File: src/rtl/mem_pkg.sv
// Shared definitions for the M-stage load/store unit: access-size encodings,
// FSM states, byte-strobe constants and address-alignment helpers.
package mem_pkg;

    localparam logic [2:0] LSHB_W  = 3'b000;
    localparam logic [2:0] LSHB_H  = 3'b001;
    localparam logic [2:0] LSHB_HU = 3'b010;
    localparam logic [2:0] LSHB_B  = 3'b011;
    localparam logic [2:0] LSHB_BU = 3'b100;

    typedef enum logic [1:0] {
        ST_IDLE = 2'd0,
        ST_WAIT = 2'd1,
        ST_DONE = 2'd2
    } state_t;

    localparam logic [3:0] STRB_NONE = 4'b0000;
    localparam logic [3:0] STRB_WORD = 4'b1111;
    localparam logic [3:0] STRB_HLO  = 4'b0011;
    localparam logic [3:0] STRB_HHI  = 4'b1100;
    localparam logic [3:0] STRB_BYTE = 4'b0001;

    // Byte offset after forcing natural alignment: words ignore both low bits,
    // halves keep only addr[1].
    function automatic logic [1:0] natural_off(input logic [2:0] lshb, input logic [1:0] a);
        case (lshb)
            LSHB_H, LSHB_HU: return {a[1], 1'b0};
            LSHB_B, LSHB_BU: return a;
            default:         return 2'b00;
        endcase
    endfunction

    function automatic logic misaligned(input logic [2:0] lshb, input logic [1:0] a);
        case (lshb)
            LSHB_H, LSHB_HU: return a[0];
            LSHB_B, LSHB_BU: return 1'b0;
            default:         return (a != 2'b00);
        endcase
    endfunction

endpackage

File: src/rtl/mem_access_unit_if.sv
// Data-memory req/ack bus between the load/store unit (master) and memory (slave).
interface mem_access_unit_if #(
    parameter int AW = 32,
    parameter int DW = 32
);
    logic          data_req;
    logic          data_wr;
    logic [AW-1:0] data_addr;
    logic [3:0]    data_wstrb;
    logic [DW-1:0] data_wdata;
    logic          data_ack;
    logic [DW-1:0] data_rdata;

    modport master (
        output data_req, data_wr, data_addr, data_wstrb, data_wdata,
        input  data_ack, data_rdata
    );

    modport slave (
        input  data_req, data_wr, data_addr, data_wstrb, data_wdata,
        output data_ack, data_rdata
    );
endinterface

File: src/rtl/mem_access_unit_load_extend.sv
// Load alignment: shifts the addressed lane down and sign/zero-extends it.
module load_extend
    import mem_pkg::*;
#(
    parameter int DW = 32
) (
    input  logic [DW-1:0] rdata,
    input  logic [1:0]    off,
    input  logic [2:0]    lshb,
    output logic [DW-1:0] ext
);
    logic [DW-1:0] shifted;

    assign shifted = rdata >> {off, 3'b000};

    always_comb begin
        ext = shifted;
        case (lshb)
            LSHB_H:  ext = {{(DW-16){shifted[15]}}, shifted[15:0]};
            LSHB_HU: ext = {{(DW-16){1'b0}},        shifted[15:0]};
            LSHB_B:  ext = {{(DW-8){shifted[7]}},   shifted[7:0]};
            LSHB_BU: ext = {{(DW-8){1'b0}},         shifted[7:0]};
            default: ext = shifted;
        endcase
    end
endmodule

File: src/rtl/mem_access_unit.sv
// MIPS M-stage load/store unit: req/ack memory transaction with pipeline stall.
// Optional misaligned-access trap enabled by defining MEM_ALIGN_EXC_EN.
module mem_access_unit
    import mem_pkg::*;
#(
    parameter int AW = 32,
    parameter int DW = 32
) (
    input  logic          clk,
    input  logic          rst,
    input  logic          memtoregM,
    input  logic          memwriteM,
    input  logic [2:0]    lshbM,
    input  logic [AW-1:0] aluoutM,
    input  logic [DW-1:0] writedataM,
    mem_access_unit_if.master bus,
    output logic [DW-1:0] readdataM,
    output logic          stallM,
    output logic          addr_errM
);
    state_t        state, next_state;
    logic          op;
    logic          bad_in;
    logic [1:0]    off_in;
    logic [3:0]    strb_in;
    logic [DW-1:0] wdata_in;
    logic [AW-1:0] req_addr;
    logic          req_wr;
    logic [3:0]    req_wstrb;
    logic [DW-1:0] req_wdata;
    logic [2:0]    req_lshb;
    logic [1:0]    req_off;
    logic [DW-1:0] rdata_r;
    logic [DW-1:0] ext;

    assign op     = memtoregM | memwriteM;
    assign off_in = natural_off(lshbM, aluoutM[1:0]);

`ifdef MEM_ALIGN_EXC_EN
    logic err_r;

    assign bad_in = misaligned(lshbM, aluoutM[1:0]);

    always_ff @(posedge clk) begin
        if (rst)
            err_r <= 1'b0;
        else if (state == ST_IDLE && op)
            err_r <= bad_in;
    end

    assign addr_errM = (state == ST_DONE) && err_r;
`else
    assign bad_in    = 1'b0;
    assign addr_errM = 1'b0;
`endif

    // Reads carry no strobes, so a stray write can never be signalled.
    always_comb begin
        strb_in  = STRB_WORD;
        wdata_in = writedataM;
        case (lshbM)
            LSHB_H, LSHB_HU: begin
                strb_in  = off_in[1] ? STRB_HHI : STRB_HLO;
                wdata_in = {2{writedataM[15:0]}};
            end
            LSHB_B, LSHB_BU: begin
                strb_in  = STRB_BYTE << off_in;
                wdata_in = {4{writedataM[7:0]}};
            end
            default: ;
        endcase
        if (!memwriteM)
            strb_in = STRB_NONE;
    end

    always_comb begin
        next_state = state;
        stallM     = 1'b0;
        case (state)
            ST_IDLE: begin
                if (op) begin
                    stallM     = 1'b1;
                    next_state = bad_in ? ST_DONE : ST_WAIT;
                end
            end
            ST_WAIT: begin
                stallM = 1'b1;
                if (bus.data_ack)
                    next_state = ST_DONE;
            end
            ST_DONE: next_state = ST_IDLE;
            default: next_state = ST_IDLE;
        endcase
    end

    load_extend #(.DW(DW)) u_load_extend (
        .rdata (bus.data_rdata),
        .off   (req_off),
        .lshb  (req_lshb),
        .ext   (ext)
    );

    // Request registers freeze the bus for the whole of WAIT.
    always_ff @(posedge clk) begin
        if (rst) begin
            state     <= ST_IDLE;
            req_addr  <= '0;
            req_wr    <= 1'b0;
            req_wstrb <= STRB_NONE;
            req_wdata <= '0;
            req_lshb  <= LSHB_W;
            req_off   <= 2'b00;
            rdata_r   <= '0;
        end else begin
            state <= next_state;
            if (state == ST_IDLE && op) begin
                req_addr  <= {aluoutM[AW-1:2], 2'b00};
                req_wr    <= memwriteM;
                req_wstrb <= strb_in;
                req_wdata <= wdata_in;
                req_lshb  <= lshbM;
                req_off   <= off_in;
                if (bad_in)
                    rdata_r <= '0;
            end
            if (state == ST_WAIT && bus.data_ack && !req_wr)
                rdata_r <= ext;
        end
    end

    assign bus.data_req   = (state == ST_WAIT);
    assign bus.data_wr    = (state == ST_WAIT) && req_wr;
    assign bus.data_wstrb = (state == ST_WAIT) ? req_wstrb : STRB_NONE;
    assign bus.data_addr  = req_addr;
    assign bus.data_wdata = req_wdata;
    assign readdataM      = rdata_r;
endmodule

File: src/flat_wrapper.sv
// flat-port wrapper written by rule: the top's interface ports become plain ports
module mem_access_unit_flat import mem_pkg::*;
#(
    parameter int AW = 32,
    parameter int DW = 32
)
  (clk, rst, memtoregM, memwriteM, lshbM, aluoutM, writedataM, readdataM, stallM, addr_errM, bus_data_req, bus_data_wr, bus_data_addr, bus_data_wstrb, bus_data_wdata, bus_data_ack, bus_data_rdata);
  mem_access_unit_if #(.AW(AW), .DW(DW)) bus_i ();
  input  logic clk;
  input  logic rst;
  input  logic memtoregM;
  input  logic memwriteM;
  input  logic [2:0] lshbM;
  input  logic [AW-1:0] aluoutM;
  input  logic [DW-1:0] writedataM;
  output logic [DW-1:0] readdataM;
  output logic stallM;
  output logic addr_errM;
  output wire logic [$bits(bus_i.data_req)-1:0] bus_data_req;
  output wire logic [$bits(bus_i.data_wr)-1:0] bus_data_wr;
  output wire logic [$bits(bus_i.data_addr)-1:0] bus_data_addr;
  output wire logic [$bits(bus_i.data_wstrb)-1:0] bus_data_wstrb;
  output wire logic [$bits(bus_i.data_wdata)-1:0] bus_data_wdata;
  input wire logic [$bits(bus_i.data_ack)-1:0] bus_data_ack;
  input wire logic [$bits(bus_i.data_rdata)-1:0] bus_data_rdata;
  assign bus_data_req = bus_i.data_req;
  assign bus_data_wr = bus_i.data_wr;
  assign bus_data_addr = bus_i.data_addr;
  assign bus_data_wstrb = bus_i.data_wstrb;
  assign bus_data_wdata = bus_i.data_wdata;
  assign bus_i.data_ack = bus_data_ack;
  assign bus_i.data_rdata = bus_data_rdata;
  mem_access_unit #(.AW(AW), .DW(DW)) u_core (.clk(clk), .rst(rst), .memtoregM(memtoregM), .memwriteM(memwriteM), .lshbM(lshbM), .aluoutM(aluoutM), .writedataM(writedataM), .bus(bus_i), .readdataM(readdataM), .stallM(stallM), .addr_errM(addr_errM));
endmodule
File: config.mk
export PLATFORM = sky130hd
export DESIGN_NAME = mem_access_unit_flat
export DESIGN_NICKNAME = d
export VERILOG_FILES = /design/src/rtl/mem_pkg.sv /design/src/rtl/mem_access_unit_if.sv /design/src/rtl/mem_access_unit_load_extend.sv /design/src/rtl/mem_access_unit.sv /design/src/flat_wrapper.sv
export SDC_FILE = /design/constraint.sdc
export NUM_CORES = 1
export LEC_CHECK = 0
export CORE_UTILIZATION = 46
export CTS_BUF_LIST = sky130_fd_sc_hd__clkbuf_16
export DETAILED_ROUTE_END_ITERATION = 10
export PLACE_DENSITY = 0.9
export SLEW_MARGIN = 25
export SYNTH_ARGS = -nofsm -noshare
export SYNTH_HDL_FRONTEND = slang
export SYNTH_SLANG_ARGS = --single-unit
File: constraint.sdc
create_clock -name clk -period 4.7 [get_ports clk]
set_input_delay 0.47 -clock clk [delete_from_list [all_inputs] [get_ports clk]]
set_output_delay 0.47 -clock clk [all_outputs]
set_load 0.05 [all_outputs]
Yosys cells after proc, flatten, opt, wreduce, memory -nomap -nowiden

Index checks and enable logic that the tools add are counted.

Logic and storage cells: 43
Memories: 0
Memory bits (writable): 0
ROM bits: 0
Bits in registers: 106
Output and inout port bits: 104
Latch bits: 0
Input port bits: 104

Mux-type cells: 12
Div/mod/pow operators: 0
Equal/unequal tests: 11
Multipliers: 0
Shift operators: 2
Reductions and logical operators: 9
Add/sub/neg operators: 0
Order comparisons: 0
Bitwise gates (word level): 1

Operator list:

| kind                                                                     | number |
|---|---|
| 32-bit case mux with 4 select lines                                      | 1 |
| 32-bit case mux with 2 select lines                                      | 1 |
| 32-bit by 5-bit right shift with 32-bit output                           | 1 |
| 3-bit by 2-bit equality test with 1-bit output (second input constant)   | 4 |
| 4-bit 2-to-1 mux                                                         | 3 |
| 2-bit case mux with 2 select lines                                       | 2 |
| 4-bit case mux with 2 select lines                                       | 1 |
| 3-bit by 1-bit equality test with 1-bit output (second input constant)   | 2 |
| 3-bit equality test (second input constant)                              | 2 |
| 1-bit logical AND                                                        | 4 |
| 2-bit 2-to-1 mux                                                         | 2 |
| 2-bit by 1-bit inequality test with 1-bit output (second input constant) | 2 |
| 2-bit OR reduction                                                       | 2 |
| 1-bit by 2-bit left shift with 4-bit output (first input constant)       | 1 |
| 2-bit by 1-bit equality test with 1-bit output (second input constant)   | 1 |
| 2-bit zero test                                                          | 1 |
| 1-bit case mux with 2 select lines                                       | 1 |
| 2-bit AND reduction                                                      | 1 |
| 1-bit zero test                                                          | 1 |
| 1-bit 2-to-1 mux                                                         | 1 |
| 1-bit OR                                                                 | 1 |

Logic depth before layout (Yosys ltp)

Depth in word-level cells: 6
Mapped depth: 7
Depth with buffers taken out: 4

By module

A second synthesis with hierarchy kept.

Cells, all modules: 650
Area total of the unflattened synthesis: 5149.9 um^2

Modules (own cells, without submodules):

| module          | seq. area each (um^2) | area an instance (um^2) | cells an instance | instances |
|---|---|---|---|---|
| mem_access_unit | 2122.0                | 4290.4                  | 521               | 1 |
| load_extend     | 0.0                   | 859.6                   | 129               | 1 |

Worst setup path before layout

Ideal clock, no wire load.

Kind: register to output
Start point: reg u_core.state[0]
End point: out bus_data_wr
Arrival: 1.291 ns
Stages on the path, launching flop included: 4
Required time: 4.230 ns
Path buffers: 1
Setup slack: 2.939 ns
Cell sequence: dfxtp_1 -> nor2b_1 -> buf_2 -> and2_1

Word-level cells in the longest chain between the ends: 2

RTL lines:

| item                                           | RTL line               | text |
|---|---|---|
| start, declared                                | mem_access_unit.sv:21  | `state_t state, next_state;` |
| start signal, assigned                         | mem_access_unit.sv:115 | `state <= next_state;` |
| 2-bit by 1-bit equality test with 1-bit output | n/a                    |  |
| net bus_data_req                               | flat_wrapper.sv:19     | `output wire logic [$bits(bus_i.data_req)-1:0] bus_data_req;` |
| 1-bit logical AND                              | mem_access_unit.sv:132 | `assign bus.data_wr = (state == ST_WAIT) && req_wr;` |
| end, declared                                  | flat_wrapper.sv:20     | `output wire logic [$bits(bus_i.data_wr)-1:0] bus_data_wr;` |

The timed path passes the listed nets, and every way through them passes these cells.

Final worst setup path

Start point: reg u_core.state[0]
End point: out bus_data_wstrb[0]

Word-level cells in the longest chain between the ends: 2

RTL lines:

| item                                           | RTL line               | text |
|---|---|---|
| 2-bit by 1-bit equality test with 1-bit output | mem_access_unit.sv:133 | `assign bus.data_wstrb = (state == ST_WAIT) ? req_wstrb : STRB_NONE;` |
| 4-bit 2-to-1 mux                               | mem_access_unit.sv:133 |  |
| end, declared                                  | flat_wrapper.sv:22     | `output wire logic [$bits(bus_i.data_wstrb)-1:0] bus_data_wstrb;` |

No other way between the ends.

==> impl_metrics.env <==
export IMPL_synth_area_mux_share_pct=8.206
export IMPL_cts_sinks=106
export IMPL_async_reset_ff_share_pct=0
export IMPL_initial_utilization_pct=48.40
export IMPL_num_antenna_cells=0
export IMPL_p_comb_share_pct=31.1
export IMPL_synthSimpleGateAreaFrac_pct=20.12
export IMPL_switching_power_mw=0.9009
export IMPL_critPathLaunchType="register"
export IMPL_n_fill_cell=766
export IMPL_required_ps=4230
export IMPL_cts_tree="done"
export IMPL_grt_overflow=0
export IMPL_postCtsSetupRepairBufs=0
export IMPL_synth_area_um2=4818
export IMPL_finClkSkew_ps=6.562
export IMPL_crit_slowest_cell="clkdlybuf4s50_1"
export IMPL_relSlewSlack_pct=47.63
export IMPL_wirelength_mm=14.58
export IMPL_num_io_pins=208
export IMPL_htreeDepth=3
export IMPL_ys_top_cells_by_area="dfxtp_1, nand2_1, a21oi_1, mux2i_1, nor2_1"
export IMPL_reg2reg_slack_ps=2610
export IMPL_yosysMostFrequentCell="nand2_1"
export IMPL_synth_xor_area_share_pct=0.1818
export IMPL_finalHoldViolations=0
export IMPL_grt_max_degree=65
export IMPL_holdWs_ps=455.7
export IMPL_synth_distinct_cells=47
export IMPL_dpl_cell_area_um2=6795
export IMPL_synth_fa_ha_area_share_pct=0
export IMPL_cts_buffer_depth=2
export IMPL_syn_to_final_growth_pct=47.31
export IMPL_yosys_warnings=0
export IMPL_fmax_mhz=358.0
export IMPL_core_area_um2=9955
export IMPL_outcome="complete, no violations"
export IMPL_grt_pass1_wl_mm=23.13
export IMPL_tns_ps=0
export IMPL_postCtsHoldBufs=0
export IMPL_place_inst=865
export IMPL_viasPerCell=5.538
export IMPL_synth_top_cell_by_area="dfxtp_1"
export IMPL_die_h_um=104.3
export IMPL_place_congestion=0.9048
export IMPL_yosysTopAreaCellShare_pct=44.04
export IMPL_setup_viol=0
export IMPL_ff_latch_area_um2=2122
export IMPL_portBuffers=204
export IMPL_seq_area_frac_synth_pct=44.04
export IMPL_drv_slew=0
export IMPL_grt_total_usage_pct=26.28
export IMPL_die_area_um2=10890
export IMPL_avgSynthCellArea_um2=8.453
export IMPL_wl_per_cell_um=16.55
export IMPL_final_cells=881
export IMPL_synth_compound_area_share_pct=21.29
export IMPL_crit_path_cell_trace="nor2b_1 > and2_1 > clkdlybuf4s50_1"
export IMPL_insertion_delay_ps=340
export IMPL_holdPathStages=2
export IMPL_path_clk_slew_ps=70
export IMPL_synth_top_family_by_area="compound AO/OA/AOI/OAI gates"
export IMPL_nNetsFinal=847
export IMPL_p_clk_share_pct=29.3
export IMPL_hold_path_class="register to register"
export IMPL_chipWidth_um=104.3
export IMPL_leakage_nw=2.604
export IMPL_reg2reg_depth=4
export IMPL_total_power_mw=2.594
export IMPL_p_per_area_nw_per_um2=365.5
export IMPL_ys_flop_type="dfxtp_1"
export IMPL_path_class="register to primary output"
export IMPL_synth_edf_count=0
export IMPL_synth_top_cells_by_count="nand2_1, dfxtp_1, a21oi_1, nor2_1"
export IMPL_sw_frac_of_total_pct=34.72
export IMPL_r2r_end="u_core.readdataM[19]$_SDFFE_PP0P_"
export IMPL_critPathArrivalTime_ps=2320
export IMPL_drive_gt1_share_pct=6.684
export IMPL_ys_ff_latch=106
export IMPL_cts_buffers=9
export IMPL_rsz0062_at_grt="no"
export IMPL_period_minus_slack_ps=2793
export IMPL_num_rows=36
export IMPL_cts_root_buffer_cell="clkbuf_16"
export IMPL_holdPathEnd="u_core.bus.data_addr[14]$_SDFFE_PP0P_"
export IMPL_dp_hpwl_mm=10.73
export IMPL_power_internal_mw=1.694
export IMPL_critPathMaxFanout=9
export IMPL_multi_input_area_um2=2419
export IMPL_seq_power_share_pct=39.5
export IMPL_drt_initial_drc_count=340
export IMPL_cts_resized_gates=0
export IMPL_num_vias=4879
export IMPL_stdcell_area_um2=7098
export IMPL_ant_nets=0
export IMPL_peakVddDrop_mv=0.2026
export IMPL_grt_pass1_vias=4691
export IMPL_end_kind="primary output"
export IMPL_rr_startpoint="u_core.state[0]$_SDFFE_PP0P_"
export IMPL_first_pass_iters=7
export IMPL_min_from="u_core.bus.data_addr[14]$_SDFFE_PP0P_"
export IMPL_synthCells=570
export IMPL_fin_crit_sh_pct=59.44
export IMPL_antenna_found_initial=0
export IMPL_tightest_slew_ps=785.5
export IMPL_cap_viol_max_count=0
export IMPL_drc=0
export IMPL_critPathMaxStageDelay_ps=830
## kinds of logic (layout without fill, tap and decap cells)
family          after synthesis  count (layout)
buf+inv                      52             228
flops                       106             106
xor+xnor                      1               1
mux                          37              37
compound gates              143             143
other cells                   1               3
simple gates                230             230
## power by group through the flow
stage                     Clock, mW  Sequential [mW]  Combinational (mW)
after global routing          0.810             1.03               0.855
after CTS                     0.771             1.03               0.808
final                         0.761             1.03               0.808
after global placement            0             1.04               0.789
after floorplan                   0             1.28               0.282
after detailed placement          0             1.05               0.804
## through the flow
| stage | utilization (%) | setup slack, ps |
|---|---|---|
| after floorplan | - | 2939 |
| after global placement | 68.25 | 2138 |
| after detailed placement | 68.26 | 2027 |
| after CTS | 71.30 | 1896 |
| after global routing | 71.30 | 1791 |
| final | 71.30 | 1907 |
## worst max-delay path, delay by kind of cell, from the launching register on
kind,cells,cell delay (ps)
buffers and inverters,1,830
flip-flops,1,470
AND/OR/NAND/NOR,2,690
## how the worst max path moves through the flow
stage / from / to / slack [ps] / depth (start not counted)
floorplan: u_core.state[0]$_SDFFE_PP0P_ / bus_data_wr / 2940 / 3
global placement: memwriteM / u_core.req_wstrb[0]$_SDFFE_PP0P_ / 2140 / 6
detailed placement: memwriteM / u_core.bus.data_wdata[22]$_SDFFE_PP0P_ / 2030 / 6
CTS: u_core.state[0]$_SDFFE_PP0P_ / bus_data_wstrb[1] / 1900 / 3
global route: u_core.state[0]$_SDFFE_PP0P_ / bus_data_wstrb[1] / 1790 / 3
finish: u_core.state[0]$_SDFFE_PP0P_ / bus_data_wstrb[0] / 1910 / 3
## registers in the layout (all words and copies together) (netlist names)
signal and cells:
u_core.req_lshb 3, u_core.req_wr 1, u_core.req_off 2, u_core.bus.data_addr 30, u_core.req_wstrb 4, u_core.state 2
u_core.readdataM 32, u_core.bus.data_wdata 32
## cell type report
class,count,share of cell area [%]
multi-input cells,414,34.07
well taps,133,2.344
flip-flops and latches,106,29.90
clock buffers,9,3.173
clock inverters,7,1.093
repair buffers,209,29.26
inverters,3,0.1586
## layer usage
layer / up-vias / wire, µm / track usage [%]
met5: - / 0 / 0
met4: 0 / 329 / 8.980
met3: 36 / 1051 / 5.326
met2: 223 / 7304 / 46.69
met1: 2288 / 5891 / 31.27
li1: 2332 / - / -
## cells in the final DEF, fill, tap and decap left out, drive strengths merged, types with 3 or more instances in the layout
| cell type | n |
|---|---|
| clkdlybuf4s50 | 203 |
| o211ai | 7 |
| a222oi | 8 |
| buf | 6 |
| and2 | 6 |
| dfxtp | 106 |
| a21o | 3 |
| nand2 | 140 |
| nor3 | 10 |
| a311oi | 8 |
| clkbuf | 9 |
| mux2i | 26 |
| nor2b | 5 |
| a21oi | 65 |
| inv | 6 |
| nand2b | 3 |
| or3 | 3 |
| o2bb2ai | 7 |
| nand3 | 3 |
| nor2 | 55 |
| mux2 | 10 |
| and3b | 3 |
| a211oi | 33 |
| conb | 3 |
No activity file was read; power rests on OpenSTA's default activity.
